`src/rtl/wb_stage.sv`:
```
// Write-back stage: accepts retiring instructions from MEM, waits for the
// load response when needed, and commits to the register file, the ID
// bypass port and the debug trace.
module wb_stage #(
    parameter int unsigned REG_W  = 32,
    parameter int unsigned ADDR_W = 5
) (
    input  logic              clk_i,
    input  logic              rst_ni,
    // MEM -> WB handshake and payload
    input  logic              ms_valid_i,
    output logic              ws_allowin_o,
    input  logic [REG_W-1:0]  ms_pc_i,
    input  logic              ms_gr_we_i,
    input  logic [ADDR_W-1:0] ms_dest_i,
    input  logic [REG_W-1:0]  ms_alu_result_i,
    input  logic [2:0]        ms_load_op_i,
    // data-SRAM read response
    input  logic              data_rvalid_i,
    input  logic [REG_W-1:0]  data_rdata_i,
    // register-file write port
    output logic              rf_we_o,
    output logic [ADDR_W-1:0] rf_waddr_o,
    output logic [REG_W-1:0]  rf_wdata_o,
    // ID-stage bypass
    output logic              ws_fwd_valid_o,
    output logic              ws_fwd_ok_o,
    output logic [ADDR_W-1:0] ws_fwd_dest_o,
    output logic [REG_W-1:0]  ws_fwd_data_o,
    // debug trace
    output logic [REG_W-1:0]  debug_wb_pc_o,
    output logic [3:0]        debug_wb_rf_we_o,
    output logic [ADDR_W-1:0] debug_wb_rf_wnum_o,
    output logic [REG_W-1:0]  debug_wb_rf_wdata_o
);

    typedef enum logic [1:0] {
        S_EMPTY = 2'd0,
        S_WAIT  = 2'd1,
        S_READY = 2'd2
    } state_t;

    localparam logic [2:0] OP_NONE = 3'b000;
    localparam logic [2:0] OP_B    = 3'b001;
    localparam logic [2:0] OP_H    = 3'b010;
    localparam logic [2:0] OP_BU   = 3'b101;
    localparam logic [2:0] OP_HU   = 3'b110;

    state_t            state_q;
    logic [REG_W-1:0]  pc_q;
    logic              gr_we_q;
    logic [ADDR_W-1:0] dest_q;
    logic [REG_W-1:0]  alu_q;
    logic [2:0]        load_op_q;
    logic [REG_W-1:0]  ld_buf_q;

    logic              accept;
    logic              writes_gpr;
    logic [7:0]        ld_byte;
    logic [15:0]       ld_half;
    logic [REG_W-1:0]  final_data;

    assign ws_allowin_o = (state_q != S_WAIT);
    assign accept       = ms_valid_i && ws_allowin_o;
    assign writes_gpr   = gr_we_q && (dest_q != ADDR_W'(0));

    // State machine and latched instruction fields; rvalid only matters in WAIT
    always_ff @(posedge clk_i or negedge rst_ni) begin
        if (!rst_ni) begin
            state_q   <= S_EMPTY;
            pc_q      <= '0;
            gr_we_q   <= 1'b0;
            dest_q    <= '0;
            alu_q     <= '0;
            load_op_q <= '0;
            ld_buf_q  <= '0;
        end else begin
            case (state_q)
                S_WAIT: begin
                    if (data_rvalid_i) begin
                        ld_buf_q <= data_rdata_i;
                        state_q  <= S_READY;
                    end
                end
                default: begin
                    if (accept) begin
                        pc_q      <= ms_pc_i;
                        gr_we_q   <= ms_gr_we_i;
                        dest_q    <= ms_dest_i;
                        alu_q     <= ms_alu_result_i;
                        load_op_q <= ms_load_op_i;
                        state_q   <= (ms_load_op_i == OP_NONE) ? S_READY : S_WAIT;
                    end else begin
                        state_q   <= S_EMPTY;
                    end
                end
            endcase
        end
    end

    // Byte/half lane selection from the load address offset; off[0] ignored for halves
    always_comb begin
        ld_byte = 8'h00;
        case (alu_q[1:0])
            2'd0:    ld_byte = ld_buf_q[7:0];
            2'd1:    ld_byte = ld_buf_q[15:8];
            2'd2:    ld_byte = ld_buf_q[23:16];
            default: ld_byte = ld_buf_q[31:24];
        endcase
        ld_half = alu_q[1] ? ld_buf_q[31:16] : ld_buf_q[15:0];
    end

    // Final write-back value; undefined load codes fall through to a full word
    always_comb begin
        final_data = ld_buf_q;
        case (load_op_q)
            OP_NONE: final_data = alu_q;
            OP_B:    final_data = {{24{ld_byte[7]}}, ld_byte};
            OP_BU:   final_data = {24'h000000, ld_byte};
            OP_H:    final_data = {{16{ld_half[15]}}, ld_half};
            OP_HU:   final_data = {16'h0000, ld_half};
            default: final_data = ld_buf_q;
        endcase
    end

    // Commit, bypass and trace decode; everything reads zero while EMPTY
    always_comb begin
        rf_we_o             = 1'b0;
        rf_waddr_o          = '0;
        rf_wdata_o          = '0;
        ws_fwd_valid_o      = 1'b0;
        ws_fwd_ok_o         = 1'b0;
        ws_fwd_dest_o       = '0;
        ws_fwd_data_o       = '0;
        debug_wb_pc_o       = '0;
        if (state_q != S_EMPTY) begin
            ws_fwd_valid_o = writes_gpr;
            ws_fwd_dest_o  = dest_q;
        end
        if (state_q == S_READY) begin
            rf_we_o       = writes_gpr;
            rf_waddr_o    = dest_q;
            rf_wdata_o    = final_data;
            ws_fwd_ok_o   = writes_gpr;
            ws_fwd_data_o = final_data;
            debug_wb_pc_o = pc_q;
        end
        debug_wb_rf_we_o    = {4{rf_we_o}};
        debug_wb_rf_wnum_o  = rf_waddr_o;
        debug_wb_rf_wdata_o = rf_wdata_o;
    end

endmodule

```
`config.mk`:
```
export PLATFORM = sky130hd
export DESIGN_NAME = wb_stage
export DESIGN_NICKNAME = d
export VERILOG_FILES = /design/src/rtl/wb_stage.sv
export SDC_FILE = /design/constraint.sdc
export NUM_CORES = 1
export LEC_CHECK = 0
export ABC_AREA = 1
export BUFFER_PORTS_ARGS = -buffer_cell sky130_fd_sc_hd__buf_2
export CORE_MARGIN = 2
export CORE_UTILIZATION = 49
export DETAILED_ROUTE_END_ITERATION = 8
export PLACE_DENSITY = 0.9
export SLEW_MARGIN = 20
export SYNTH_ARGS = -nofsm -noshare
export SYNTH_HDL_FRONTEND = slang
export SYNTH_SLANG_ARGS = --single-unit
export TNS_END_PERCENT = 20
```
`constraint.sdc`:
```
create_clock -name clk_i -period 1.9 [get_ports clk_i]
set_input_delay 0.285 -clock clk_i [delete_from_list [all_inputs] [get_ports clk_i]]
set_output_delay 0.285 -clock clk_i [all_outputs]
set_load 0.01 [all_outputs]
```
# Word level (Yosys, flattened, before mapping)
# Index checks and enable logic that the tools add are counted.
[totals]
out_inout_bits = 151
reg_bits = 107
[op_classes]
n_mux = 13
n_eq_ne = 10
bitwise_logic = 1
n_reduce_logical = 9
[op_table]
columns = ["op", "n"]
rows = [
  ["$pmux 32 s5", 1],
  ["$mux 32", 2],
  ["$pmux 8 s3", 1],
  ["$mux 16", 1],
  ["$mux 5", 2],
  ["$mux 2", 4],
  ["$eq 3x3->1 const B", 2],
  ["$logic_not 3->1", 2],
  ["$reduce_bool 5->1", 1],
  ["$eq 2x1->1 const B", 2],
  ["$eq 2x2->1 const B", 2],
  ["$reduce_and 2->1", 2],
  ["$eq 3x1->1 const B", 1],
  ["$eq 3x2->1 const B", 1],
  ["$logic_and 1x1->1", 2],
  ["$logic_not 2->1", 1],
  ["$mux 1", 2],
  ["$ne 2x1->1 const B", 1],
  ["$ne 2x2->1 const B", 1],
  ["$reduce_bool 2->1", 1],
  ["$not 1->1", 1],
]

# Longest topological paths before layout
# Gate-level depths: netlist (run 1).
[logic_depth]
word_depth = 4
ltp_mapped = 11
mapped_depth_nobuf = 8

# Worst setup path after synthesis (run 1)
# No wires, ideal clock.
[synth_timing]
kind = "reg2out"
start = "register load_op_q[1]"
end = "output port rf_wdata_o[10]"
n_path_buf = 2
required_time_ns = 1.615
setup_slack_ns = 0.058
arrival_ns = 1.557
stages_incl_launch_ff = 8
cell_sequence = "dfrtp_1 > inv_2 > nand2_4 > nor2_1 > nand3_2 > buf_4 > a21oi_1 > buf_4"
[synth_via]
elab_chain_len = 3
[synth_rtl]
columns = ["item", "line_no", "text"]
rows = [
  ["start: declaration", "54", "logic [2:0] load_op_q;"],
  ["start signal: assignment", "91", "load_op_q <= ms_load_op_i;"],
  ["$eq 3x3->1 (tied with other cells)", "116", "case (load_op_q)"],
  ["$pmux 32 s5 *", "116", ""],
  ["$mux 32 *", "140", "if (state_q == S_READY) begin"],
  ["end: declaration", "24", "output logic [REG_W-1:0] rf_wdata_o,"],
]
# Every way passes the cells marked *; elsewhere a longest branch is shown, timed or not.

# Worst setup path after layout (run 1)
[layout_timing]
start = "register load_op_q[0]"
end = "output port debug_wb_rf_wdata_o[23]"
[layout_via]
elab_chain_len = 3
[layout_rtl]
columns = ["item", "line_no", "text"]
rows = [
  ["$eq 3x3->1 (tied with other cells)", "116", ""],
  ["$pmux 32 s5 *", "116", ""],
  ["$mux 32 *", "140", ""],
  ["end: declaration", "34", "output logic [REG_W-1:0] debug_wb_rf_wdata_o"],
]
# Marked as above.

==> results of run 1 <==
-- worst max-delay path by stage --
stage                         endpoint  cells past startpoint
2_1_floorplan           rf_wdata_o[10]                      7
3_3_place_gp   debug_wb_rf_wdata_o[13]                      8
3_5_place_dp    debug_wb_rf_wdata_o[9]                      8
4_1_cts        debug_wb_rf_wdata_o[16]                      8
5_1_grt        debug_wb_rf_wdata_o[24]                     10
6_report       debug_wb_rf_wdata_o[23]                     10
-- registers in the layout, indices dropped and copies added (netlist names) --
| register | flops |
|---|---|
| ld_buf_q | 32 |
| gr_we_q | 1 |
| dest_q | 5 |
| alu_q | 32 |
| pc_q | 32 |
| load_op_q | 3 |
| state_q | 2 |
-- area by class of cell --
type                    instances  area [µm²]
fillers                      1059        4270
flip-flops and latches        107        2680
multi-input cells             536        2620
repair buffers                306        1900
inverters                     118         459
clock buffers                  10         239
well taps                     172         215
clock inverters                 5         125
diodes                          1        2.50
-- layout by cell type (no fill, tap or decap), drive strengths merged, types with 2 or more instances in the layout --
master	Yosys	routed
clkbuf	13	11
buf	104	304
nor3	3	3
nor2	109	109
nand2	236	236
clkinv	2	4
inv	116	114
nand4	2	2
bufinv	0	4
a21oi	29	29
o21ai	130	130
nand3	25	25
dfrtp	107	107
-- kinds of logic (layout without fill, tap and decap cells) --
kind of cell    count (synthesis)  in the layout  share of synthesized area
buf+inv                       235            439                      0.197
simple gates                  376            376                      0.246
flops                         107            107                      0.428
other cells                     0              1                          0
compound gates                160            160                      0.129
-- critical path: cells and delay by family, from the launching register on --
kind / cells / cell delay, ps
buffers and inverters: 4 / 430
and+or+nand+nor: 6 / 630
DFF: 1 / 470
-- timing repair --
| item | 4_1_cts | 5_1_grt |
|---|---|---|
| pin swaps | 2 | 19 |
| endpoints found under the setup margin | 102 | 141 |
| cloned | 1 | 1 |
| hold buffers | 1 | 0 |
| gates resized for setup | 55 | 88 |
| setup buffers | 5 | 8 |
| endpoints found under the hold margin | 34 | 0 |
-- metal layers --
metal	wire, µm	up-vias	part of all wire
li1	-	3027	-
met1	7660	2943	0.41
met2	9050	303	0.48
met3	1230	62	0.066
met4	786	0	0.042
met5	0	-	0
-- per-stage QoR --
step / hold slack, ps / std cells
after CTS: 118 / 1245
after floorplan: -10.6 / 878
final: 120 / 1255
after global placement: 281 / 1223
after detailed placement: 281 / 1223
after global routing: 128 / 1255
-- cells in the mapped netlist --
cell / n
buf_1: 3
nand3_1: 20
nand3_2: 5
inv_1: 110
nand2_2: 3
o21ai_0: 125
clkinv_2: 1
nor2_1: 106
inv_2: 5
nor2_2: 2
buf_2: 19
a21oi_1: 29
buf_4: 79
nand2_1: 230
inv_4: 1
o21ai_2: 1
nand4_1: 1
buf_6: 3
nand3b_1: 1
clkbuf_1: 11
nor2_8: 1
o22ai_1: 1
clkinv_1: 1
o21ai_1: 4
nand2_4: 3
nand4_2: 1
clkbuf_2: 2
dfrtp_1: 107
nor3_1: 3
-- power groups by stage --
stage                     Clock (µW)  Sequential, µW  Combinational (µW)
after floorplan                    0            3210                2700
after global placement             0            3350                3580
after detailed placement           0            3380                3670
after CTS                       2300            3340                3930
after global routing            2400            3460                4980
final                           2280            3390                4500
==> out/qor.txt, run 1 <==
status - complete, but fails checks
failing checks - setup timing
Internal - 6150 µW
GRT busiest layer - met2
hold wc startpoint - ms_alu_result_i[4]
clk_skew - 5.99 ps
Slew Viols, Final - 0
initial DRC count - 540
synthesis-stage register bit count - 107
layout cell share with drive strength beyond 1 - 0.389
Psw - 4020 µW
Seq pwr share - 0.333
Die Width - 117 µm
Post-Route WL - 18.7 mm
PD cells - 1230 nW/µm²
vias post-DR - 6335
area grow syn2layout - 31.8%
worst hold endpoint - alu_q[4]
hold depth - 3
Final Hold Fails - 0
Sink Count - 107
CP Max Fanout - 8
R2R Setup Slk - 250 ps
Data arrival, critical path - 1890 ps
slew of the pin with the lowest slew margin - 586 ps
Cell Area, Synth - 6250 µm²
RSZ-0062 raised after global routing - yes
# nets final - 1187
worst skew pair latency - 350 ps
Post-Synthesis Cells - 878
crit-path max cell delay - 470 ps
Worst Path Required - 1620 ps
kind of critical path - reg2out
DRT antenna net count - 0
io pins - 260
Comb power frac - 0.443
CTS HTree Levels - 3
core area - 12500 µm²
Final Setup Violations - 96
DR vias/cell - 5.05
Finished Core Util - 0.659
Worst Setup SP - load_op_q[0]
met1 usage in global routing - 0.353
r2r endpoint - pc_q[17]
type of the tightest min-delay check - in2reg
Net Sw Frac - 0.395
Yosys warning count - 0
Root Buffer - clkbuf_16
setup slack after layout - -278 ps
post-route cell area - 8240 µm²
DRC violations left - 0
Startpoint Class - register
GR Util All Layers - 0.266
Power, Total - 10200 µW
Tcrit/Tclk final - 1.15
top-area cell type share of the netlist area - 0.428
CP max stage cell - dfrtp_2
Max Clock Freq - 459 MHz
Final min period - 2180 ps
DR WL/cell - 14.9 µm
Pre-Repair DR Iteration Count - 5
Post-DP HPWL - 13.1 mm
static leakage - 0.00473 µW
CP Cell Sequence - nor2_4, nand2_4, inv_4, nor2_8, clkbuf_16, nor2_1, nand3_1, nand2_1, inv_2, buf_2
register area share after synthesis - 0.428
port buffer count - 259
first-pass GRT wire length - 28.0 mm
synth unique cells - 29
Post-Syn Area per Cell - 7.12 µm²
vias in the first global route - 5683
die area - 13700 µm²
met2 Use GR - 0.430
top post-synthesis cells by area - dfrtp_1 43%, nand2_1 14%, o21ai_0 10%
Starting Density - 0.500
biggest area consumer among synthesized cells - dfrtp_1
TNS Setup - -19300 ps
GP Congestion - 0.931
max_cap viols - 0
GRT Residual Overflow - 0
TritonCTS Buffers - 9
FF-to-FF path depth - 7
Peak VDD IR - 0.786 mV
Post-Place Setup Slack - 9.38 ps
Clock power frac - 0.224
CTS clock-pin slew for the worst setup and hold paths - 70 ps
syn_nets - 987
global-route met3 utilization - 0.0438
slew margin rel. - 0.609
largest net degree at the start of global routing - 74
Area after DPL - 7330 µm²
initial antenna violation count - 1
die height - 117 µm
CTS tree - done
critical path endpoint category - output port
Cell Rows - 41
Clock Path Buffers - 2
RR Startpoint - state_q[0]
Note: power is estimated with default switching activity, not from simulation.
==> run 2, diff against run 1 <==
ABC_AREA = default   (was 1)
CORE_UTILIZATION = 48   (was 49)
==> run 2 against run 1 <==
The flow finishes with violations (hold timing, setup timing). Sequential power is 6.2% higher. Sequential share of layout area up 2.8 points. Critical path depth down 2. Hold slack got worse by 120 ps. Register-to-register slack about the same. Via count down 24%. Synthesized cell count fell by 39%. Non-clock buffer count fell by 1. Design area is 7.9% lower. Highest routed layer unchanged.
==> out/qor.txt, run 2 <==
top post-synthesis cells by area - dfrtp_1 46%, mux2_2 21%, buf_4 9.5% (was dfrtp_1 43%, nand2_1 14%, o21ai_0 10%)
die area - 13100 µm² (was 13700 µm²)
RR Startpoint - state_q[1] (was state_q[0])
Slew Viols, Final - 0 (unchanged)
kind of critical path - reg2out (unchanged)
status - complete, but fails checks (unchanged)
biggest area consumer among synthesized cells - dfrtp_1 (unchanged)
Internal - 6100 µW (was 6150 µW)
commonest non-fill, non-tap cell in the layout - buf_2 (unchanged)
GRT Residual Overflow - 0 (unchanged)
async set-reset flop share out of synthesis - 1.00 (unchanged)
CTS HTree Levels - 3 (unchanged)
DR vias/cell - 5.37 (was 5.05)
port buffer count - 259 (unchanged)
Peak VDD IR - 0.770 mV (was 0.786 mV)
worst skew pair latency - 340 ps (was 350 ps)
most frequent cell after synthesis - mux2_2 (was nand2_1)
initial antenna violation count - 0 (was 1)
area grow syn2layout - 29.6% (was 31.8%)
Max Clock Freq - 386 MHz (was 459 MHz)
synthesis-stage register bit count - 107 (unchanged)
Power, Total - 9410 µW (was 10200 µW)
Comb power frac - 0.413 (was 0.443)
first-pass GRT wire length - 23.9 mm (was 28.0 mm)
WP buf/inv - 4 (unchanged)
layout cell share with drive strength beyond 1 - 0.634 (was 0.389)
TNS Setup - -52660 ps (was -19300 ps)
Worst Path Required - 1620 ps (about the same)
slew margin rel. - 0.614 (was 0.609)
Yosys warning count - 0 (unchanged)
CP max stage cell - mux4_2 (was dfrtp_2)
Post-Place Setup Slack - -387 ps (was 9.38 ps)
Cell Area, Synth - 5860 µm² (was 6250 µm²)
final hold slack - -3.38 ps (was 120 ps)
n_diodes - 0 (was 1)
slew of the pin with the lowest slew margin - 579 ps (was 586 ps)
Net Sw Frac - 0.352 (was 0.395)
family with the most delay on the worst path - buffers and inverters (was simple AND/OR/NAND/NOR gates)
Placed Cells - 875 (was 1223)
PD cells - 1240 nW/µm² (was 1230 nW/µm²)
most common flop cell mapped by yosys - dfrtp_1 (unchanged)
core area - 12000 µm² (was 12500 µm²)
Seq pwr share - 0.383 (was 0.333)
DR WL/cell - 17.7 µm (was 14.9 µm)
register area share after synthesis - 0.457 (was 0.428)
Clock Path Buffers - 2 (unchanged)
GP Congestion - 0.973 (was 0.931)
Pre-Repair DR Iteration Count - 4 (was 5)
Psw - 3320 µW (was 4020 µW)
Final Hold Fails - 4 (was 0)
FILL cells - 924 (was 1059)
DRT antenna net count - 0 (unchanged)
Data arrival, critical path - 2310 ps (was 1890 ps)
Final min period - 2590 ps (was 2180 ps)
vias post-DR - 4803 (was 6335)
FF-to-FF path depth - 4 (was 7)
GR Util All Layers - 0.240 (was 0.266)
Hold-fix buffers, CTS - 0 (was 1)
die height - 114 µm (was 117 µm)
CTS clock-pin slew for the worst setup and hold paths - 70 ps (about the same)
Post-Synthesis Cells - 535 (was 878)
largest net degree at the start of global routing - 108 (was 74)
Post-DP HPWL - 12.1 mm (was 13.1 mm)
critical path endpoint category - output port (unchanged)
static leakage - 0.00379 µW (was 0.00473 µW)
initial DRC count - 200 (was 540)
CP Cell Sequence - mux4_2, and3b_1, buf_6, a211oi_4, buf_4, buf_12, a21oi_1, buf_2 (was nor2_4, nand2_4, inv_4, nor2_8, clkbuf_16, nor2_1, nand3_1, nand2_1, inv_2, buf_2)
CP Max Fanout - 8 (unchanged)
# nets final - 852 (was 1187)
setup slack after layout - -691 ps (was -278 ps)
Startpoint Class - register (unchanged)
Cell Rows - 40 (was 41)
top cells by count, synth - 111 x mux2_2, 107 x dfrtp_1, 74 x buf_4, 42 x a21oi_1, 37 x and2_1 (was 230 x nand2_1, 125 x o21ai_0, 110 x inv_1, 107 x dfrtp_1, 106 x nor2_1)
type of the tightest min-delay check - in2async (was in2reg)
Tcrit/Tclk final - 1.36 (was 1.15)
EDFF count, synth - 0 (unchanged)
io pins - 260 (unchanged)
Starting Density - 0.490 (was 0.500)
synth unique cells - 32 (was 29)
most frequent cells in the layout - 257 x buf_2, 111 x mux2_2, 104 x dfrtp_1, 36 x buf_4, 34 x and2_1 (was 247 x buf_2, 214 x nand2_1, 104 x dfrtp_1, 103 x o21ai_0, 94 x inv_1)
max_cap viols - 0 (unchanged)
r2r endpoint - alu_q[23] (was pc_q[17])
TritonCTS Buffers - 9 (unchanged)
R2R Setup Slk - 240 ps (was 250 ps)
clk_skew - 5.51 ps (was 5.99 ps)
Post-Route WL - 15.8 mm (was 18.7 mm)
fin cells - 895 (was 1255)
syn_nets - 644 (was 987)
RSZ-0062 raised after global routing - yes (unchanged)
Clock power frac - 0.204 (was 0.224)
Post-Syn Area per Cell - 10.9 µm² (was 7.12 µm²)
crit-path max cell delay - 520 ps (was 470 ps)
DRC violations left - 0 (unchanged)
Die Width - 114 µm (was 117 µm)
top-area cell type share of the netlist area - 0.457 (was 0.428)
failing checks - hold timing, setup timing (was setup timing)
Final Setup Violations - 103 (was 96)
WP depth - 8 (was 10)
largest registers - alu_q: 32 flops, ld_buf_q: 32 flops, pc_q: 32 flops (unchanged)
vias in the first global route - 4615 (was 5683)
Sink Count - 107 (unchanged)
CTS tree - done (unchanged)
Root Buffer - clkbuf_16 (unchanged)
==> run 2: changes by cell type after synthesis, moves of 7 or more <==
cell | previous run | this run
nand2_1 | 230 | 24
o22ai_1 | 1 | 8
clkbuf_1 | 11 | 23
nor2_1 | 106 | 14
nand3_1 | 20 | 1
a21oi_1 | 29 | 42
o21ai_0 | 125 | 27
and2_1 | 0 | 37
mux2_2 | 0 | 111
inv_1 | 110 | 2
nor2b_1 | 0 | 17
mux2i_1 | 0 | 9
buf_2 | 19 | 9
==> run 2: per-stage QoR <==
stage           util  instance area (µm²)
6_report       0.635                 7590
5_1_grt        0.635                 7590
4_1_cts        0.625                 7480
3_5_place_dp   0.596                 7130
3_3_place_gp   0.596                 7130
2_1_floorplan      -                 5940
==> run 2: area by class of cell <==
type	instances	area [µm²]	share of cell area
clock buffers	10	239	0.0315
well taps	147	184	0.0242
inverters	2	7.51	0.000989
clock inverters	6	71.3	0.00940
flip-flops and latches	107	2680	0.353
repair buffers	305	1770	0.233
multi-input cells	318	2640	0.348
==> run 2: cells by family (layout without fill, tap and decap cells) <==
group | count (synthesis) | count (layout) | share of synthesized area
AOI/OAI and AO/OA | 87 | 87 | 0.0846
DFF | 107 | 107 | 0.457
muxes | 122 | 122 | 0.237
buffers and inverters | 110 | 323 | 0.121
and+or+nand+nor | 109 | 109 | 0.100
==> run 2: repair_timing <==
| action | in CTS | in global routing |
|---|---|---|
| setup buffers | 0 | 3 |
| resized for setup | 9 | 19 |
| pin swaps | 0 | 2 |
| gates cloned | 0 | 1 |
| endpoints found under the setup margin | 145 | 109 |
==> run 2: worst reg2reg max path, cell delays in order (launching register included) <==
cell and delay (ps):
dfrtp_1 420, nand2b_1 260, nand2_4 250, buf_12 230, mux2_2 380
==> run 2: per-layer routing <==
| metal | up-vias | track usage | wire, µm | share of wire |
|---|---|---|---|---|
| li1 | 2200 | - | - | - |
| met1 | 2334 | 0.264 | 5940 | 0.38 |
| met2 | 233 | 0.436 | 8250 | 0.52 |
| met3 | 36 | 0.0556 | 1130 | 0.071 |
| met4 | 0 | 0.111 | 504 | 0.032 |
| met5 | - | 0 | 0 | 0 |
==> run 2: how the worst max path moves through the flow <==
| stage | startpoint | end |
|---|---|---|
| 4_1_cts | alu_q[1] | debug_wb_rf_wdata_o[30] |
| 5_1_grt | alu_q[1] | debug_wb_rf_wdata_o[31] |
| 2_1_floorplan | load_op_q[1] | rf_wdata_o[16] |
| 3_3_place_gp | alu_q[1] | rf_wdata_o[8] |
| 6_report | alu_q[1] | rf_wdata_o[31] |
| 3_5_place_dp | alu_q[1] | debug_wb_rf_wdata_o[8] |
==> run 2: power by group through the flow <==
stage	clock network [µW]	logic, µW	registers (µW)
global route	2080	4180	3670
finish	1920	3880	3600
detailed placement	0	3640	3610
global placement	0	3550	3570
floorplan	0	2560	3340
CTS	1990	3680	3570
